--- src/rtl/pll_reset_sequencer.sv ---
// Lock supervisor for the PLL output clock domain: filters the PLL lock flag,
// then sequences a synchronous-deassert reset for the fast logic.
//
// state     | meaning
// WAIT_LOCK | waiting for synchronized lock, counter held at 0
// STABILIZE | lock seen, counting LOCK_STABLE_CYCLES of uninterrupted lock
// HOLD_RST  | lock stable, holding reset for RESET_HOLD_CYCLES
// RUN       | fast domain released; loss of lock is counted
module pll_reset_sequencer #(
  parameter int LOCK_STABLE_CYCLES = 1024,
  parameter int RESET_HOLD_CYCLES  = 16,
  parameter int CNT_W              = 16
) (
  input  logic       clock_in,
  input  logic       reset_n,
  input  logic       locked,
  input  logic       lock_loss_clr,
  output logic       rst_out_n,
  output logic       ready,
  output logic [1:0] state,
  output logic [7:0] lock_loss_count
);

  typedef enum logic [1:0] {
    WAIT_LOCK = 2'b00,
    STABILIZE = 2'b01,
    HOLD_RST  = 2'b10,
    RUN       = 2'b11
  } state_t;

  localparam logic [CNT_W-1:0] STABLE_TC = CNT_W'(LOCK_STABLE_CYCLES - 1);
  localparam logic [CNT_W-1:0] HOLD_TC   = CNT_W'(RESET_HOLD_CYCLES - 1);

  logic [1:0]       rst_sync;
  logic             rst_int_n;
  logic [1:0]       lock_sync;
  logic             lock_s;
  state_t           st;
  logic [CNT_W-1:0] cnt;
  logic             run_q;
  logic             loss;

  always_ff @(posedge clock_in or negedge reset_n) begin
    if (!reset_n) rst_sync <= 2'b00;
    else          rst_sync <= {rst_sync[0], 1'b1};
  end

  assign rst_int_n = rst_sync[1];

  always_ff @(posedge clock_in or negedge rst_int_n) begin
    if (!rst_int_n) lock_sync <= 2'b00;
    else            lock_sync <= {lock_sync[0], locked};
  end

  assign lock_s = lock_sync[1];
  assign loss   = (st == RUN) && !lock_s;

  // Terminal compare comes before the increment, so the counter never wraps.
  always_ff @(posedge clock_in or negedge rst_int_n) begin
    if (!rst_int_n) begin
      st    <= WAIT_LOCK;
      cnt   <= '0;
      run_q <= 1'b0;
    end else begin
      case (st)
        WAIT_LOCK: begin
          cnt <= '0;
          if (lock_s) st <= STABILIZE;
        end
        STABILIZE: begin
          if (!lock_s) begin
            st  <= WAIT_LOCK;
            cnt <= '0;
          end else if (cnt == STABLE_TC) begin
            st  <= HOLD_RST;
            cnt <= '0;
          end else begin
            cnt <= cnt + CNT_W'(1);
          end
        end
        HOLD_RST: begin
          if (!lock_s) begin
            st  <= WAIT_LOCK;
            cnt <= '0;
          end else if (cnt == HOLD_TC) begin
            st    <= RUN;
            cnt   <= '0;
            run_q <= 1'b1;
          end else begin
            cnt <= cnt + CNT_W'(1);
          end
        end
        default: begin
          cnt <= '0;
          if (!lock_s) begin
            st    <= WAIT_LOCK;
            run_q <= 1'b0;
          end
        end
      endcase
    end
  end

  // A clear coinciding with a counted loss keeps that loss.
  always_ff @(posedge clock_in or negedge rst_int_n) begin
    if (!rst_int_n) begin
      lock_loss_count <= 8'd0;
    end else if (lock_loss_clr) begin
      lock_loss_count <= loss ? 8'd1 : 8'd0;
    end else if (loss && (lock_loss_count != 8'hFF)) begin
      lock_loss_count <= lock_loss_count + 8'd1;
    end
  end

  assign state     = st;
  assign rst_out_n = run_q;
  assign ready     = run_q;

endmodule
--- config.mk ---
export PLATFORM = sky130hd
export DESIGN_NAME = pll_reset_sequencer
export DESIGN_NICKNAME = d
export VERILOG_FILES = /design/src/rtl/pll_reset_sequencer.sv
export SDC_FILE = /design/constraint.sdc
export NUM_CORES = 1
export LEC_CHECK = 0
export CAP_MARGIN = 20
export CORE_MARGIN = 5
export CORE_UTILIZATION = 45
export CTS_BUF_LIST = sky130_fd_sc_hd__clkbuf_4 sky130_fd_sc_hd__clkbuf_8
export DETAILED_ROUTE_END_ITERATION = 6
export PLACE_DENSITY_LB_ADDON = 0.15
export SETUP_SLACK_MARGIN = 0.15
export SKIP_LAST_GASP = 1
export SYNTH_ARGS = -nofsm -noshare
export SYNTH_HDL_FRONTEND = slang
export SYNTH_SLANG_ARGS = --single-unit
export TNS_END_PERCENT = 5
--- constraint.sdc ---
create_clock -name clock_in -period 1.3 [get_ports clock_in]
set_input_delay 0.26 -clock clock_in [delete_from_list [all_inputs] [get_ports clock_in]]
set_output_delay 0.26 -clock clock_in [all_outputs]
set_load 0.005 [all_outputs]
==> flow_metrics.py <==
metrics = {
    "clock_network": {
        "clockRootBuffer": "clkbuf_8",
        "clock_path_buffers": 2,
        "clkSlewWorstSetupHoldPaths_ns": 0.06,
        "cts_tree": "done",
        "cts_hold_buf": 0,
        "cts_setup_buffers": 0,
        "clkLatencyLatePin_ns": 0.27,
        "htree_levels": 2,
        "cts_made_buffers": 5,
        "cts_sinks": 31,
    },
    "hold_path": {
        "worst_hold_path_type": "in -> async",
    },
    "placed_design": {
        "gp_congestion": 0.796,
        "dp_hpwl_um": 2760,
        "dp_cells": 268,
        "port_buffers": 15,
    },
    "logic_synthesis": {
        "synth_common_cells": "dfrtp_1, nor3_1, nand2_1, nand3_1, nor2_1",
        "synth_most_common_cell": "dfrtp_1",
        "synth_seq_cells": 31,
        "synth_fp_nets": 171,
        "syn_avg_cell_area_um2": 10.3,
        "yosysWarnings": 0,
        "synth.area.top_cells": "dfrtp_1, ha_1, nor3_1",
        "ys_types": 44,
        "synth_ff_type": "dfrtp_1",
        "postSynth.asyncResetShare": 1.00,
        "synth_cells": 160,
        "ys_seq_area_frac": 0.473,
        "synthesis.area_mm2": 0.00164,
        "synth_enable_flop_cells": 0,
        "synth.top_cell.area_share": 0.473,
        "synth_top_cell_by_area": "dfrtp_1",
    },
    "finish": {
        "final_cell_count_no_fill": 276,
        "drive_above_1_share": 0.294,
        "fillers": 309,
        "nNetsFinal": 238,
        "syn_to_final_growth_pct": 42.1,
        "diodes": 0,
    },
    "routing": {
        "viasPerCell": 5.26,
        "drtIter0Drc": 119,
        "ant_nets": 0,
        "vias": 1451,
        "dr.pass1.iters": 4,
        "drc": 0,
        "drt-wirelength-per-cell_um": 12.8,
        "wirelength_um": 3530,
    },
    "sta": {
        "period_needed_ns": 1.86,
        "worst_slew_pin_slew_ns": 0.687,
        "slew_violations": 0,
        "skew_ns": 0.00545,
        "finalCritPeriodShare": 1.43,
        "slew_headroom": 0.536,
        "setup_viol": 39,
        "hold_viol": 0,
        "fmax_mhz": 538,
        "rsz0062_at_grt": "true",
        "setup_ws_ns": -0.560,
    },
    "global_routing": {
        "grt_usage": 0.164,
        "grt_start_max_net_pins": 30,
        "grt-ovfl-total": 0,
        "grt_pass1_vias": 1492,
        "grt_pass1_wl_um": 6580,
        "antenna_found_initial": 0,
    },
    "pwr": {
        "power_w": 0.00297,
        "p_leak_nw": 1.03,
        "p_seq_frac": 0.358,
        "p_int_w": 0.00204,
        "swShare": 0.312,
        "power_density_mw_per_mm2": 1270,
        "combPwrFrac": 0.392,
        "ir_drop_uv": 600,
        "clkPwrFrac": 0.251,
        "p_switching_w": 0.000925,
    },
    "die": {
        "die_area_mm2": 0.00496,
        "core_mm2": 0.00361,
        "io_pins": 16,
        "start_util": 0.455,
        "die_h_um": 70.4,
        "die_x_um": 70.4,
        "placementRows": 22,
    },
    "outcome": {
        "run_status": "complete, but fails checks",
        "violations": "setup timing",
    },
    "worst_setup_path": {
        "crit_path_cell_trace": "or4b_4, o41ai_4, o21a_1, buf_12, a211oi_1",
        "worstSetupPathType": "reg -> reg",
        "worstPathArrival_ns": 2.00,
        "endpoint_kind": "flip-flop",
        "max_stage_delay_ns": 0.56,
        "r2r-start": "cnt[9]",
        "critical-path-slowest-cell": "or4b_4",
        "path_max_fanout": 16,
        "path_buf_inv": 1,
        "startpoint_type": "flip-flop",
        "cp.required_ns": 1.44,
        "critPathTopFamily": "compound AO/OA/AOI/OAI gates",
        "startpoint": "cnt[9]",
    },
    "job": {
        "max_cap_viol_count": 0,
    },
}
-- worst paths after layout --
kind                                end  slack (ns)  cells past startpoint
setup / recovery                cnt[15]       -0.56                      5
min in group clock_in      lock_sync[1]        0.35                      0
hold / removal              rst_sync[1]        0.15                      1
max in group asynchronous        cnt[0]        0.77                      1
hold reg to reg                   ready        0.25                      1
setup reg to reg                cnt[15]       -0.56                      5
-- state kept, by name, indices dropped and copies added, names as in the netlist --
register         flops
cnt                 16
lock_loss_count      8
lock_sync            2
ready                1
rst_sync             2
state                2
-- what timing repair did --
item | in CTS | in global routing
pin swaps | 2 | 0
resized for setup | 2 | 1
setup endpoints to repair | 39 | 39
-- layout by cell type (no fill, tap or decap), drive strengths merged, types with 2 or more instances in the layout --
cell           netlist  routed
buf                  4      51
dfrtp               31      31
nor3                16      16
clkdlybuf4s50        0      15
nand2               11      11
nand3                8       8
nor2                 8       8
xnor2                7       7
ha                   7       7
clkbuf               2       7
xor2                 6       6
o21ai                6       6
inv                  5       5
or3                  5       5
o31ai                5       5
and3                 4       4
a211oi               3       3
a21oi                3       3
or4                  3       3
nor4                 3       3
nand4                2       2
nor2b                2       2
o211ai               2       2
a22o                 2       2
-- power by group through the flow --
stage          clock network, W  logic (W)  registers, W
6_report               0.000743    0.00116       0.00106
3_3_place_gp                  0    0.00114       0.00108
3_5_place_dp                  0    0.00117       0.00108
2_1_floorplan                 0   0.000556       0.00113
5_1_grt                0.000825    0.00128       0.00107
4_1_cts                0.000769    0.00118       0.00106
-- worst reg2reg max path, cell delays in order (launching register included) --
cell and delay [ns]:
dfrtp_1 0.38, or4b_4 0.56, o41ai_4 0.33, o21a_1 0.25, buf_12 0.16, a211oi_1 0.06
-- stage by stage --
stage | hold WS (ns) | cell area [µm²] | TNS [ns] | util | worst slack, ns
5_1_grt | 0.136 | 2330 | -18.39 | 0.647 | -0.633
3_3_place_gp | 0.260 | 2220 | -11.60 | 0.616 | -0.505
3_5_place_dp | 0.263 | 2220 | -13.20 | 0.616 | -0.580
6_report | 0.149 | 2330 | -15.05 | 0.647 | -0.560
4_1_cts | 0.143 | 2330 | -15.31 | 0.646 | -0.559
2_1_floorplan | -0.0356 | 1650 | -11.10 | - | -0.528
-- kinds of logic after synthesis --
kind of cell               Yosys count  share of synthesized area
muxes                                2                     0.0130
other                                1                    0.00228
adders and majority gates            7                     0.0534
xor gates and xnor gates            13                     0.0694
DFF                                 31                      0.473
and+or+nand+nor                     70                      0.240
buffers and inverters               11                     0.0419
AOI/OAI and AO/OA                   25                      0.107
-- layer usage --
metal / part of all wire / global-route usage / vias to the layer above
met2: 0.50 / 0.288 / 26
li1: - / - / 714
met1: 0.45 / 0.195 / 709
met5: 0 / 0 / -
met3: 0.051 / 0.0504 / 2
met4: 0.0037 / 0.0340 / 0
-- final cells by class --
cell class                 instances  area (µm²)  share of cell area
clock buffer                       7        83.8              0.0359
tap                               48        60.1              0.0257
inverter                           5        18.8             0.00804
clock inverter                     1        5.00             0.00214
sequential                        31         776               0.332
timing repair buffer              66         558               0.239
multi-input combinational        118         832               0.357
Power figures use the tool's default switching activity.
